$ cat config.mk
export PLATFORM = sky130hd
export DESIGN_NAME = add_sched_flat
export DESIGN_NICKNAME = d
export VERILOG_FILES = /design/src/rtl/add_sched_if.sv /design/src/rtl/add_sched.sv /design/src/flat_wrapper.sv
export SDC_FILE = /design/constraint.sdc
export NUM_CORES = 1
export LEC_CHECK = 0
export CAP_MARGIN = 20
export CORE_MARGIN = 2
export CORE_UTILIZATION = 33
export DETAILED_ROUTE_END_ITERATION = 12
export SLEW_MARGIN = 15
export SYNTH_ARGS = -nofsm -noshare
export SYNTH_HDL_FRONTEND = slang
export SYNTH_SLANG_ARGS = --single-unit
$ cat constraint.sdc
create_clock -name clk -period 2 [get_ports clk]
set_input_delay 0.4 -clock clk [delete_from_list [all_inputs] [get_ports clk]]
set_output_delay 0.4 -clock clk [all_outputs]
set_load 0.01 [all_outputs]
$ cat src/rtl/add_sched_if.sv
// Bundle of requester, shared-adder and response signals for add_sched.
interface add_sched_if #(
  parameter int N_REQ = 4,
  parameter int ID_W  = 2
);
  logic [N_REQ-1:0]    req_valid;
  logic [N_REQ-1:0]    req_ready;
  logic [32*N_REQ-1:0] req_a;
  logic [32*N_REQ-1:0] req_b;
  logic [31:0]         add_data1;
  logic [31:0]         add_data2;
  logic [31:0]         add_result;
  logic                add_v;
  logic                add_c;
  logic                rsp_valid;
  logic                rsp_ready;
  logic [ID_W-1:0]     rsp_id;
  logic [31:0]         rsp_result;
  logic                rsp_v;
  logic                rsp_c;

  modport slave (
    input  req_valid, req_a, req_b,
    input  add_result, add_v, add_c,
    input  rsp_ready,
    output req_ready,
    output add_data1, add_data2,
    output rsp_valid, rsp_id,
    output rsp_result, rsp_v, rsp_c
  );

  modport master (
    output req_valid, req_a, req_b,
    output add_result, add_v, add_c,
    output rsp_ready,
    input  req_ready,
    input  add_data1, add_data2,
    input  rsp_valid, rsp_id,
    input  rsp_result, rsp_v, rsp_c
  );
endinterface

$ cat src/rtl/add_sched.sv
// Round-robin scheduler sharing one adder among N_REQ requesters.
// Define ADD_SCHED_FIXED_PRIO_EN for fixed lowest-index priority.
module add_sched #(
  parameter int N_REQ = 4,
  parameter int ID_W  = 2
) (
  input  logic      clk,
  input  logic      reset,
  add_sched_if.slave bus
);
  typedef enum logic [1:0] {
    IDLE,
    ISSUE,
    HOLD
  } state_t;

  state_t state, state_nx;

  logic [31:0]     op_a, op_b;
  logic [ID_W-1:0] gnt_q;
  logic [ID_W-1:0] gnt;
  logic            gnt_any;
  logic [31:0]     sel_a, sel_b;

`ifndef ADD_SCHED_FIXED_PRIO_EN
  logic [ID_W-1:0] rr_ptr;
`endif

  // first valid requester at or above the search start, wrapping
  always_comb begin
    int j;
    logic [ID_W-1:0] idx;
    logic [ID_W+4:0] base;
    j       = 0;
    idx     = '0;
    base    = '0;
    gnt     = '0;
    gnt_any = 1'b0;
    sel_a   = '0;
    sel_b   = '0;
    for (int k = 0; k < N_REQ; k++) begin
`ifdef ADD_SCHED_FIXED_PRIO_EN
      j = k;
`else
      j = int'(rr_ptr) + k;
      if (j >= N_REQ) j = j - N_REQ;
`endif
      idx  = ID_W'(j);
      base = {idx, 5'b0};
      if (!gnt_any && bus.req_valid[idx]) begin
        gnt_any = 1'b1;
        gnt     = idx;
        sel_a   = bus.req_a[base +: 32];
        sel_b   = bus.req_b[base +: 32];
      end
    end
  end

  always_comb begin
    bus.req_ready = '0;
    if (state == IDLE && gnt_any && !reset)
      bus.req_ready[gnt] = 1'b1;
  end

  always_comb begin
    state_nx = state;
    unique case (state)
      IDLE:    if (gnt_any) state_nx = ISSUE;
      ISSUE:   state_nx = HOLD;
      HOLD:    if (bus.rsp_ready) state_nx = IDLE;
      default: state_nx = IDLE;
    endcase
  end

  always_ff @(posedge clk) begin
    if (reset) state <= IDLE;
    else       state <= state_nx;
  end

  always_ff @(posedge clk) begin
    if (reset) begin
      op_a           <= '0;
      op_b           <= '0;
      gnt_q          <= '0;
      bus.rsp_valid  <= 1'b0;
      bus.rsp_id     <= '0;
      bus.rsp_result <= '0;
      bus.rsp_v      <= 1'b0;
      bus.rsp_c      <= 1'b0;
    end else begin
      if (state == IDLE && gnt_any) begin
        op_a  <= sel_a;
        op_b  <= sel_b;
        gnt_q <= gnt;
      end
      if (state == ISSUE) begin
        bus.rsp_valid  <= 1'b1;
        bus.rsp_id     <= gnt_q;
        bus.rsp_result <= bus.add_result;
        bus.rsp_v      <= bus.add_v;
        bus.rsp_c      <= bus.add_c;
      end
      if (state == HOLD && bus.rsp_ready)
        bus.rsp_valid <= 1'b0;
    end
  end

`ifndef ADD_SCHED_FIXED_PRIO_EN
  always_ff @(posedge clk) begin
    if (reset)
      rr_ptr <= '0;
    else if (state == HOLD && bus.rsp_ready)
      rr_ptr <= (gnt_q == ID_W'(N_REQ - 1)) ? '0 : gnt_q + ID_W'(1);
  end
`endif

  assign bus.add_data1 = op_a;
  assign bus.add_data2 = op_b;
endmodule
$ cat src/flat_wrapper.sv
// flat-port wrapper written by rule: the top's interface ports become plain ports
module add_sched_flat 
#(
  parameter int N_REQ = 4,
  parameter int ID_W  = 2
)
  (clk, reset, bus_req_valid, bus_req_a, bus_req_b, bus_add_result, bus_add_v, bus_add_c, bus_rsp_ready, bus_req_ready, bus_add_data1, bus_add_data2, bus_rsp_valid, bus_rsp_id, bus_rsp_result, bus_rsp_v, bus_rsp_c);
  add_sched_if #(.N_REQ(N_REQ), .ID_W(ID_W)) bus_i ();
  input  logic clk;
  input  logic reset;
  input wire logic [$bits(bus_i.req_valid)-1:0] bus_req_valid;
  input wire logic [$bits(bus_i.req_a)-1:0] bus_req_a;
  input wire logic [$bits(bus_i.req_b)-1:0] bus_req_b;
  input wire logic [$bits(bus_i.add_result)-1:0] bus_add_result;
  input wire logic [$bits(bus_i.add_v)-1:0] bus_add_v;
  input wire logic [$bits(bus_i.add_c)-1:0] bus_add_c;
  input wire logic [$bits(bus_i.rsp_ready)-1:0] bus_rsp_ready;
  output wire logic [$bits(bus_i.req_ready)-1:0] bus_req_ready;
  output wire logic [$bits(bus_i.add_data1)-1:0] bus_add_data1;
  output wire logic [$bits(bus_i.add_data2)-1:0] bus_add_data2;
  output wire logic [$bits(bus_i.rsp_valid)-1:0] bus_rsp_valid;
  output wire logic [$bits(bus_i.rsp_id)-1:0] bus_rsp_id;
  output wire logic [$bits(bus_i.rsp_result)-1:0] bus_rsp_result;
  output wire logic [$bits(bus_i.rsp_v)-1:0] bus_rsp_v;
  output wire logic [$bits(bus_i.rsp_c)-1:0] bus_rsp_c;
  assign bus_i.req_valid = bus_req_valid;
  assign bus_i.req_a = bus_req_a;
  assign bus_i.req_b = bus_req_b;
  assign bus_i.add_result = bus_add_result;
  assign bus_i.add_v = bus_add_v;
  assign bus_i.add_c = bus_add_c;
  assign bus_i.rsp_ready = bus_rsp_ready;
  assign bus_req_ready = bus_i.req_ready;
  assign bus_add_data1 = bus_i.add_data1;
  assign bus_add_data2 = bus_i.add_data2;
  assign bus_rsp_valid = bus_i.rsp_valid;
  assign bus_rsp_id = bus_i.rsp_id;
  assign bus_rsp_result = bus_i.rsp_result;
  assign bus_rsp_v = bus_i.rsp_v;
  assign bus_rsp_c = bus_i.rsp_c;
  add_sched #(.N_REQ(N_REQ), .ID_W(ID_W)) u_core (.clk(clk), .reset(reset), .bus(bus_i));
endmodule
==> results of run 1 <==
==> report_power, final <==
part           internal [mW]  switching, mW
sequential              2.38          0.212
clock                  0.906           1.07
combinational           2.15           1.95
total                   5.44           3.23
==> sequential cells by signal, indices dropped and copies added, names as in the netlist <==
signal / count
u_core.bus.rsp_result: 32
u_core.state: 2
u_core.bus.rsp_c: 1
u_core.bus.add_data2: 32
u_core.rr_ptr: 2
u_core.gnt_q: 2
u_core.bus.add_data1: 32
u_core.bus.rsp_v: 1
u_core.bus.rsp_valid: 1
u_core.bus.rsp_id: 2
==> layer usage <==
layer  share of wire (%)  wire (microns)  up-vias
met4                 2.3            1158        2
met1                  40           20130     6441
li1                    -               -     5701
met5               0.032              16        -
met3                 8.8            4419       74
met2                  49           24340      599
==> cell families after synthesis <==
| group | count (synthesis) |
|---|---|
| buf+inv | 166 |
| mux | 258 |
| simple gates | 237 |
| compound gates | 440 |
| fa+ha+maj | 1 |
| flops | 107 |
==> timing repair <==
action / CTS / global route
cloned: 6 / 5
pin swaps: 26 / 23
setup buffers: 18 / 3
gates resized for setup: 129 / 84
endpoints found under the setup margin: 68 / 68
==> cell type report <==
class,instances,area [sq um],share of cell area (%)
clock inverter,7,83.83,0.4609
inverter,7,27.53,0.1513
clock buffer,9,225.2,1.238
antenna,1,2.502,0.01376
sequential,107,2150,11.82
timing repair buffer,522,5649,31.06
multi-input combinational,936,9475,52.09
tap,461,576.8,3.171
==> Yosys cell counts, types with 3 or more instances <==
| library cell | number | area (sq um) |
|---|---|---|
| a31oi_1 | 64 | 400.4 |
| o31ai_2 | 59 | 738.2 |
| a211oi_1 | 128 | 960.9 |
| nand2_1 | 79 | 296.5 |
| clkbuf_1 | 74 | 277.8 |
| nand3b_1 | 3 | 22.52 |
| o31ai_1 | 4 | 30.03 |
| and2_1 | 65 | 406.6 |
| nor3_1 | 3 | 15.01 |
| nand2b_1 | 4 | 25.02 |
| mux2i_1 | 129 | 1291 |
| buf_4 | 14 | 105.1 |
| dfxtp_1 | 107 | 2142 |
| buf_1 | 13 | 48.80 |
| a32oi_1 | 64 | 560.5 |
| mux4_2 | 129 | 2905 |
| clkbuf_4 | 6 | 45.04 |
| buf_2 | 48 | 240.2 |
| inv_1 | 6 | 22.52 |
| and3_1 | 63 | 394.1 |
| a21oi_1 | 43 | 215.2 |
| buf_6 | 4 | 45.04 |
| nor2_1 | 11 | 41.29 |
| o21ai_0 | 57 | 285.3 |
| o21ai_1 | 7 | 35.03 |
==> cells in the final DEF (no fill, tap or decap), drive strengths merged, types with 2 or more instances in the layout <==
cell type,instances
mux2i,129
a21o,2
nor2,11
mux4,129
dfxtp,107
nor3,3
or3,2
nand2,79
and3,63
a31oi,64
clkbuf,13
buf,120
and2,65
o221ai,2
nand3b,3
clkdlybuf4s50,392
nand2b,4
a21oi,44
bufbuf,2
dlygate4sd2,4
clkinv,4
inv,10
o31ai,63
o22ai,2
or3b,2
a211oi,129
a32oi,64
o21ai,64
==> worst paths after layout <==
path	startpoint	endpoint	cells after the start
worst max-delay path	u_core.rr_ptr[0]	u_core.bus.add_data2[27]	8
worst min-delay path	reset	u_core.bus.rsp_result[5]	2
worst max register to register	u_core.rr_ptr[0]	u_core.bus.add_data2[27]	8
worst min register to register	u_core.bus.rsp_v	u_core.bus.rsp_v	2
==> worst max-delay path, delay by kind of cell, from the launching register on <==
family / cells / cell delay [ps]
buf+inv: 3 / 500
simple gates: 1 / 350
flops: 1 / 390
compound gates: 4 / 760
==> results.yml, run 1 <==
status:
  run_status: "finished, violations left"
  failed_checks: "negative setup slack"
place:
  placedInstanceArea_sq_mm: 0.01677
  gpl.final_weighted_congestion: 0.8172
  dp_slack_ps: -829.0
  dp_cells: 2004
  io_buffers: 401
  hpwl_mm: 32.55
yosys:
  number_of_warnings_issued_by_yosys: 0
  synth-compound-area-share_pct: 28.50
  synth_top_family_by_area: "multiplexers"
  synthArstFlopShare_pct: 0
  netlist-cell-type-count: 46
  synthesis.area_per_instance_sq_um: 9.728
  synth_sequential_area_ratio_pct: 18.21
  synth_xor_area_share_pct: 0
  netlist_instances: 1209
  synth.mux.area_fraction_pct: 35.68
  synthSimpleGateAreaFrac_pct: 10.80
  syn_nets: 1507
  mappedNetlistArea_sq_mm: 0.01176
  synth_seq_cells: 107
  yosys.area_share.adder_pct: 0.1064
  synth-edff-count: 0
  synth-main-ff-cell: "dfxtp_1"
global_routing:
  grt_pass1_vias: 13110
  grt.met3_usage_pct: 6.310
  globalRoute.totalOverflow: 0
  grt.busiest_layer: "met2"
  grt_max_degree: 80
  use_met1_pct: 32.40
  grt_use_met2_pct: 42.96
  globalRouteTotalUtil_pct: 25.74
  grt_first_pass_wirelength_mm: 74.13
  antenna_violations_before_repair: 2
routing:
  finalWirelength_mm: 50.07
  wire_per_inst_microns: 24.43
  ant_nets: 0
  viasPerCell: 6.252
  dr_total_vias: 12820
  detailedRoute.firstIterationViolations: 862
  detailedRoute.firstPassIterationCount: 5
  drt_drc_violations_left: 0
clock_tree:
  cts_inserted_buffers: 9
  worst_skew_pair.late_latency_ps: 370
  cts_num_sinks: 107
  cts.clk_slew.worst_paths_ps: 90
  cts_buffer_depth: 2
  clk_root_buffer_cell: "clkbuf_16"
  cts-htree-levels: 3
  hold_buffers: 0
  tritoncts: "done"
final_layout:
  finalInstanceArea_sq_mm: 0.01819
  drive_above_1_share_pct: 27.90
  fin_util_pct: 51.51
  area.growth.synth_to_final_pct: 54.66
  final_cells: 2050
  nets: 1881
  number_of_inserted_filler_cells_in_the_final_layout: 3213
timing:
  worst_hold_slack_ps: 332.7
  final_setup_margin_ps: -76.19
  setup_viol: 65
  slew_limit_headroom_pct: 53.10
  fin_crit_ps: 2076
  hold_viol_final: 0
  fmax_mhz: 481.7
  setup_tns_ps: -2265
  final_worst_clock_skew_ps: 12.19
  slew_violations: 0
  worst_pin_slew_ps: 703.5
  crit_share_post_route_pct: 103.8
  grt_setup_unrepaired: "yes"
power_and_ir_drop:
  p_per_area_mw_per_mm2: 476.5
  design_power_total_mw: 8.668
  peakVddDrop_v: 0.0003873
  static-leakage-power_nw: 5.904
floorplan:
  row_count: 69
  initial_utilization_pct: 33.31
  chipWidth_microns: 192.8
  die_area_sq_mm: 0.03717
  core_area_sq_mm: 0.03531
  die_height_microns: 192.8
  top_level_ports: 402
job:
  drv.max_cap_violation_count: 0
setup_path:
  timing.reg2reg.setup_slack_ps: -80
  setup.worst_path.end_class: "flop"
  crit_chain: "buf_4 > or3_1 > o32a_1 > a21oi_4 > buf_12 > clkbuf_16 > a31oi_4 > o31ai_2"
  library_cell_contributing_the_largest_single_delay_on_the_critical_path: "dfxtp_4"
  timing_worst_setup_path_type: "reg2reg"
  setup.worst_path.start_class: "flop"
  timing.critical_path.slowest_cell_delay_ps: 390
  cp_data_arrival_time_ps: 2380
  cp_data_required_time_ps: 2300
  critical_path.max_fanout: 8
min_path:
  hold_path.class: "in2reg"
(Power assumes the default switching activity.)
==> run 2, diff against run 1 <==
- CELL_PAD_IN_SITES_DETAIL_PLACEMENT: not set -> 0
- CELL_PAD_IN_SITES_GLOBAL_PLACEMENT: not set -> 1
- CORE_UTILIZATION: 33 -> 32
- CTS_CLUSTER_DIAMETER: not set -> 60
- PLACE_DENSITY_LB_ADDON: not set -> 0.1
==> results.yml, run 2 (synthesized netlist as in run 1, its figures left out) <==
clock_tree:
  cts_num_sinks: 107
  tritoncts: "done"
  cts-htree-levels: 3
  cts_buffer_depth: 2
  cts_inserted_buffers: 9
  hold_buffers: 0
  cts.clk_slew.worst_paths_ps: 90
  clk_root_buffer_cell: "clkbuf_16"
  worst_skew_pair.late_latency_ps: 390
timing:
  setup_viol: 35
  final_setup_margin_ps: -58.76
  setup_tns_ps: -608.3
  hold_viol_final: 0
  final_worst_clock_skew_ps: 9.039
  slew_limit_headroom_pct: 55.25
  worst_hold_slack_ps: 368.4
  grt_setup_unrepaired: "yes"
  fin_crit_ps: 2059
  fmax_mhz: 485.7
  crit_share_post_route_pct: 102.9
  worst_pin_slew_ps: 671.3
  slew_violations: 0
routing:
  detailedRoute.firstPassIterationCount: 5
  ant_nets: 0
  drt_drc_violations_left: 0
  dr_total_vias: 12740
  detailedRoute.firstIterationViolations: 779
  viasPerCell: 6.135
  finalWirelength_mm: 50.52
  wire_per_inst_microns: 24.32
global_routing:
  globalRoute.totalOverflow: 0
  grt_pass1_vias: 12770
  grt_max_degree: 96
  grt_first_pass_wirelength_mm: 74.33
  globalRouteTotalUtil_pct: 24.88
  antenna_violations_before_repair: 4
power_and_ir_drop:
  swShare_pct: 36.59
  comb_power_share_pct: 46.4
  p_switching_mw: 3.177
  peakVddDrop_v: 0.0005246
  p_per_area_mw_per_mm2: 476.5
  seq_power_share_pct: 29.7
  static-leakage-power_nw: 5.949
  internal_power_mw: 5.505
  share_clk_of_total_power_pct: 23.9
setup_path:
  cp_data_required_time_ps: 2310
  timing.critical_path.slowest_cell_delay_ps: 350
  critical_path.max_fanout: 7
  library_cell_contributing_the_largest_single_delay_on_the_critical_path: "o32a_1"
  crit_chain: "clkdlybuf4s15_2 > buf_6 > buf_4 > or3_1 > o32a_1 > a21oi_4 > buf_12 > buf_12 > buf_16 > a31oi_4 > o31ai_2"
  timing_worst_setup_path_type: "in2reg"
  cp_data_arrival_time_ps: 2370
  path_common_cell: "buf_12"
  setup.worst_path.start_class: "input port"
  setup.worst_path.end_class: "flop"
floorplan:
  core_area_sq_mm: 0.03643
  chipWidth_microns: 195.7
  die_height_microns: 195.7
  die_area_sq_mm: 0.03830
  initial_utilization_pct: 32.28
  top_level_ports: 402
  row_count: 70
final_layout:
  most_common_library_cell_in_the_layout_ignoring_fill_and_taps: "clkdlybuf4s50_1"
  nets: 1898
  final_cell_mix: "clkdlybuf4s50_1 (392), mux4_2 (129), mux2i_1 (129)"
  fin_util_pct: 50.01
  finalInstanceArea_sq_mm: 0.01822
  area.growth.synth_to_final_pct: 54.92
  drive_above_1_share_pct: 26.60
  final_cells: 2077
place:
  io_buffers: 401
  gpl.final_weighted_congestion: 0.7959
  hpwl_mm: 32.11
  placedInstanceArea_sq_mm: 0.01692
  dp_cells: 2033
job:
  drv.max_cap_violation_count: 0
status:
  failed_checks: "negative setup slack"
  run_status: "finished, violations left"
min_path:
  hold_path.class: "in2reg"
-- run 2: power by group through the flow --
| stage | clock network, mW | logic [mW] | registers [mW] |
|---|---|---|---|
| finish | 2.07 | 4.03 | 2.58 |
| global route | 2.22 | 4.29 | 2.61 |
| CTS | 2.14 | 3.93 | 2.58 |
| detailed placement | 0 | 3.81 | 2.62 |
| global placement | 0 | 3.77 | 2.62 |
| floorplan | 0 | 1.75 | 2.68 |
-- run 2: final cells by class --
class	count	area (sq um)
Antenna cell	4	10.01
Clock buffer	10	250.2
Clock inverter	6	70.07
Fill cell	3422	18220
Inverter	7	27.53
Multi-Input combinational cell	936	9280
Sequential cell	107	2152
Tap cell	468	585.6
Timing Repair Buffer	539	5844
-- run 2: worst paths after layout --
kind                            startpoint                       end  slack [ps]  depth (start not counted)
setup reg to reg          u_core.rr_ptr[1]  u_core.bus.add_data1[23]         -30                          8
hold / removal                       reset           u_core.state[0]         370                          3
hold reg to reg   u_core.bus.rsp_result[4]  u_core.bus.rsp_result[4]         460                          2
setup / recovery          bus_req_valid[1]  u_core.bus.add_data1[23]         -60                         11
-- run 2: critical path: cells and delay by family --
kind,cells,cell delay [ps]
buf+inv,6,920
simple gates,1,310
compound gates,4,720
-- run 2: repair_timing --
item	4_1_cts	5_1_grt
cloned	6	8
endpoints found under the hold margin	0	0
pin swaps	10	6
endpoints found under the setup margin	68	67
buffers inserted	8	2
gates resized for setup	89	42
-- run 2: metal layers --
layer,part of all wire [%],global-route usage (%),routed length (microns)
met1,43,32.72,21780
met2,49,41.77,24510
met3,6.9,5.381,3480
met4,1.5,5.976,748
met5,0,0,0
-- run 2: per-stage QoR --
step	power [mW]	setup slack, ps
6_report	8.682	-58.76
3_3_place_gp	6.388	-751.4
5_1_grt	9.127	-132.2
4_1_cts	8.652	-33.70
2_1_floorplan	4.435	9.948
3_5_place_dp	6.429	-754.7
==> run 3, diff against run 2 <==
- RECOVER_POWER: not set -> 50
==> results.yml, run 3 (synthesized netlist as in run 1, its figures left out) <==
status:
  run_status: "finished, violations left"
  failed_checks: "negative setup slack"
power_and_ir_drop:
  peakVddDrop_v: 0.0005252
  design_power_total_mw: 8.643
  p_per_area_mw_per_mm2: 475.1
  static-leakage-power_nw: 6.019
final_layout:
  most_common_library_cell_in_the_layout_ignoring_fill_and_taps: "clkdlybuf4s50_1"
  finalInstanceArea_sq_mm: 0.01819
  final_cell_mix: "clkdlybuf4s50_1 (363), mux4_2 (129), mux2i_1 (129)"
  fin_util_pct: 49.93
  final_cells: 2077
  nets: 1898
  area.growth.synth_to_final_pct: 54.69
  drive_above_1_share_pct: 26.36
  number_of_inserted_filler_cells_in_the_final_layout: 3426
setup_path:
  critical_path.max_fanout: 7
  cp_data_arrival_time_ps: 2370
  timing_worst_setup_path_type: "in2reg"
  library_cell_contributing_the_largest_single_delay_on_the_critical_path: "o32a_1"
  critical_path.n_buffers_inverters: 6
  timing.reg2reg.setup_slack_ps: -30
  timing.critical_path.slowest_cell_delay_ps: 350
  cp_data_required_time_ps: 2310
  path_common_cell: "buf_12"
  setup.worst_path.start_class: "input port"
  setup.worst_path.end_class: "flop"
  cp_top_family: "buffers and inverters"
  crit_chain: "clkdlybuf4s15_2 > buf_6 > buf_4 > or3_1 > o32a_1 > a21oi_4 > buf_12 > buf_12 > buf_16 > a31oi_4 > o31ai_2"
timing:
  setup_viol: 32
  grt_setup_unrepaired: "yes"
  fin_crit_ps: 2057
  final_setup_margin_ps: -57.37
  crit_share_post_route_pct: 102.9
  worst_hold_slack_ps: 375.5
  setup_tns_ps: -608.7
  final_worst_clock_skew_ps: 9.005
  hold_viol_final: 0
  slew_violations: 0
  fmax_mhz: 486.1
  worst_pin_slew_ps: 806.3
  slew_limit_headroom_pct: 46.25
routing:
  wire_per_inst_microns: 24.31
  finalWirelength_mm: 50.50
  detailedRoute.firstIterationViolations: 816
  maxUsedRoutingLayer: "met4"
  drt_drc_violations_left: 0
  wl_met3_mm: 3.595
  detailedRoute.firstPassIterationCount: 5
  viasPerCell: 6.126
  drt-met1-wl_mm: 21.65
  detailroute.wirelength.met2_mm: 24.48
  ant_nets: 0
  dr_total_vias: 12720
place:
  dp_cells: 2033
  gpl.final_weighted_congestion: 0.7959
  dp_slack_ps: -754.7
  io_buffers: 401
  placedInstanceArea_sq_mm: 0.01692
  hpwl_mm: 32.11
floorplan:
  top_level_ports: 402
  die_height_microns: 195.7
  die_area_sq_mm: 0.03830
  core_area_sq_mm: 0.03643
  row_count: 70
  initial_utilization_pct: 32.28
  chipWidth_microns: 195.7
clock_tree:
  clk_root_buffer_cell: "clkbuf_16"
  cts.clk_slew.worst_paths_ps: 90
  tritoncts: "done"
  cts_buffer_depth: 2
  cts-htree-levels: 3
  cts_num_sinks: 107
  hold_buffers: 0
  worst_skew_pair.late_latency_ps: 390
  cts_inserted_buffers: 9
global_routing:
  grt_first_pass_wirelength_mm: 74.33
  antenna_violations_before_repair: 4
  globalRoute.totalOverflow: 0
  grt_max_degree: 96
  globalRouteTotalUtil_pct: 24.88
  grt_pass1_vias: 12770
job:
  drv.max_cap_violation_count: 0
min_path:
  hold_path.class: "in2reg"
[run 3: cell count changes in the layout (fill, tap and decap cells not counted), sizes merged]
| cell | delta |
|---|---|
| clkbuf | +5 |
| buf | -5 |
| clkdlybuf4s50 | -29 |
| dlygate4sd3 | +29 |
[run 3: what timing repair did]
| action | in CTS | in global routing |
|---|---|---|
| cloned | 6 | 8 |
| buffers inserted | 8 | 2 |
| pin swaps | 10 | 6 |
| resized for setup | 89 | 42 |
| setup endpoints to repair | 68 | 67 |
[run 3: report_power, final]
part	switching, mW	internal, mW
clock network	1.09	0.974
logic	1.88	2.11
registers	0.194	2.38
total	3.17	5.47
[run 3: final timing paths]
check,from,end,cells past startpoint
worst max-delay path,bus_req_valid[1],u_core.bus.add_data1[6],11
worst min-delay path,reset,u_core.state[0],3
worst max register to register,u_core.rr_ptr[0],u_core.bus.add_data2[18],5
worst min register to register,u_core.bus.rsp_result[4],u_core.bus.rsp_result[4],2
[run 3: final cells by class]
type,count,area [sq um],share of cell area [%]
clock buffers,10,250.2,1.375
multi-input cells,936,9278,50.99
flip-flops and latches,107,2151,11.82
clock inverters,6,70.07,0.3851
diodes,4,10.01,0.05502
inverters,7,27.53,0.1513
well taps,468,585.6,3.218
repair buffers,539,5822,32.00
[run 3: worst reg2reg max path, cell delays in order, from the launching register on]
cell and delay, ps:
dfxtp_4 440, buf_6 250, buf_12 240, mux4_2 530, a211oi_1 330, o31ai_2 100
[run 3: per-layer routing]
| metal | vias up | track usage (%) |
|---|---|---|
| met5 | - | 0 |
| met4 | 0 | 5.976 |
| met3 | 44 | 5.381 |
| met2 | 499 | 41.77 |
| met1 | 6436 | 32.72 |
| li1 | 5744 | - |
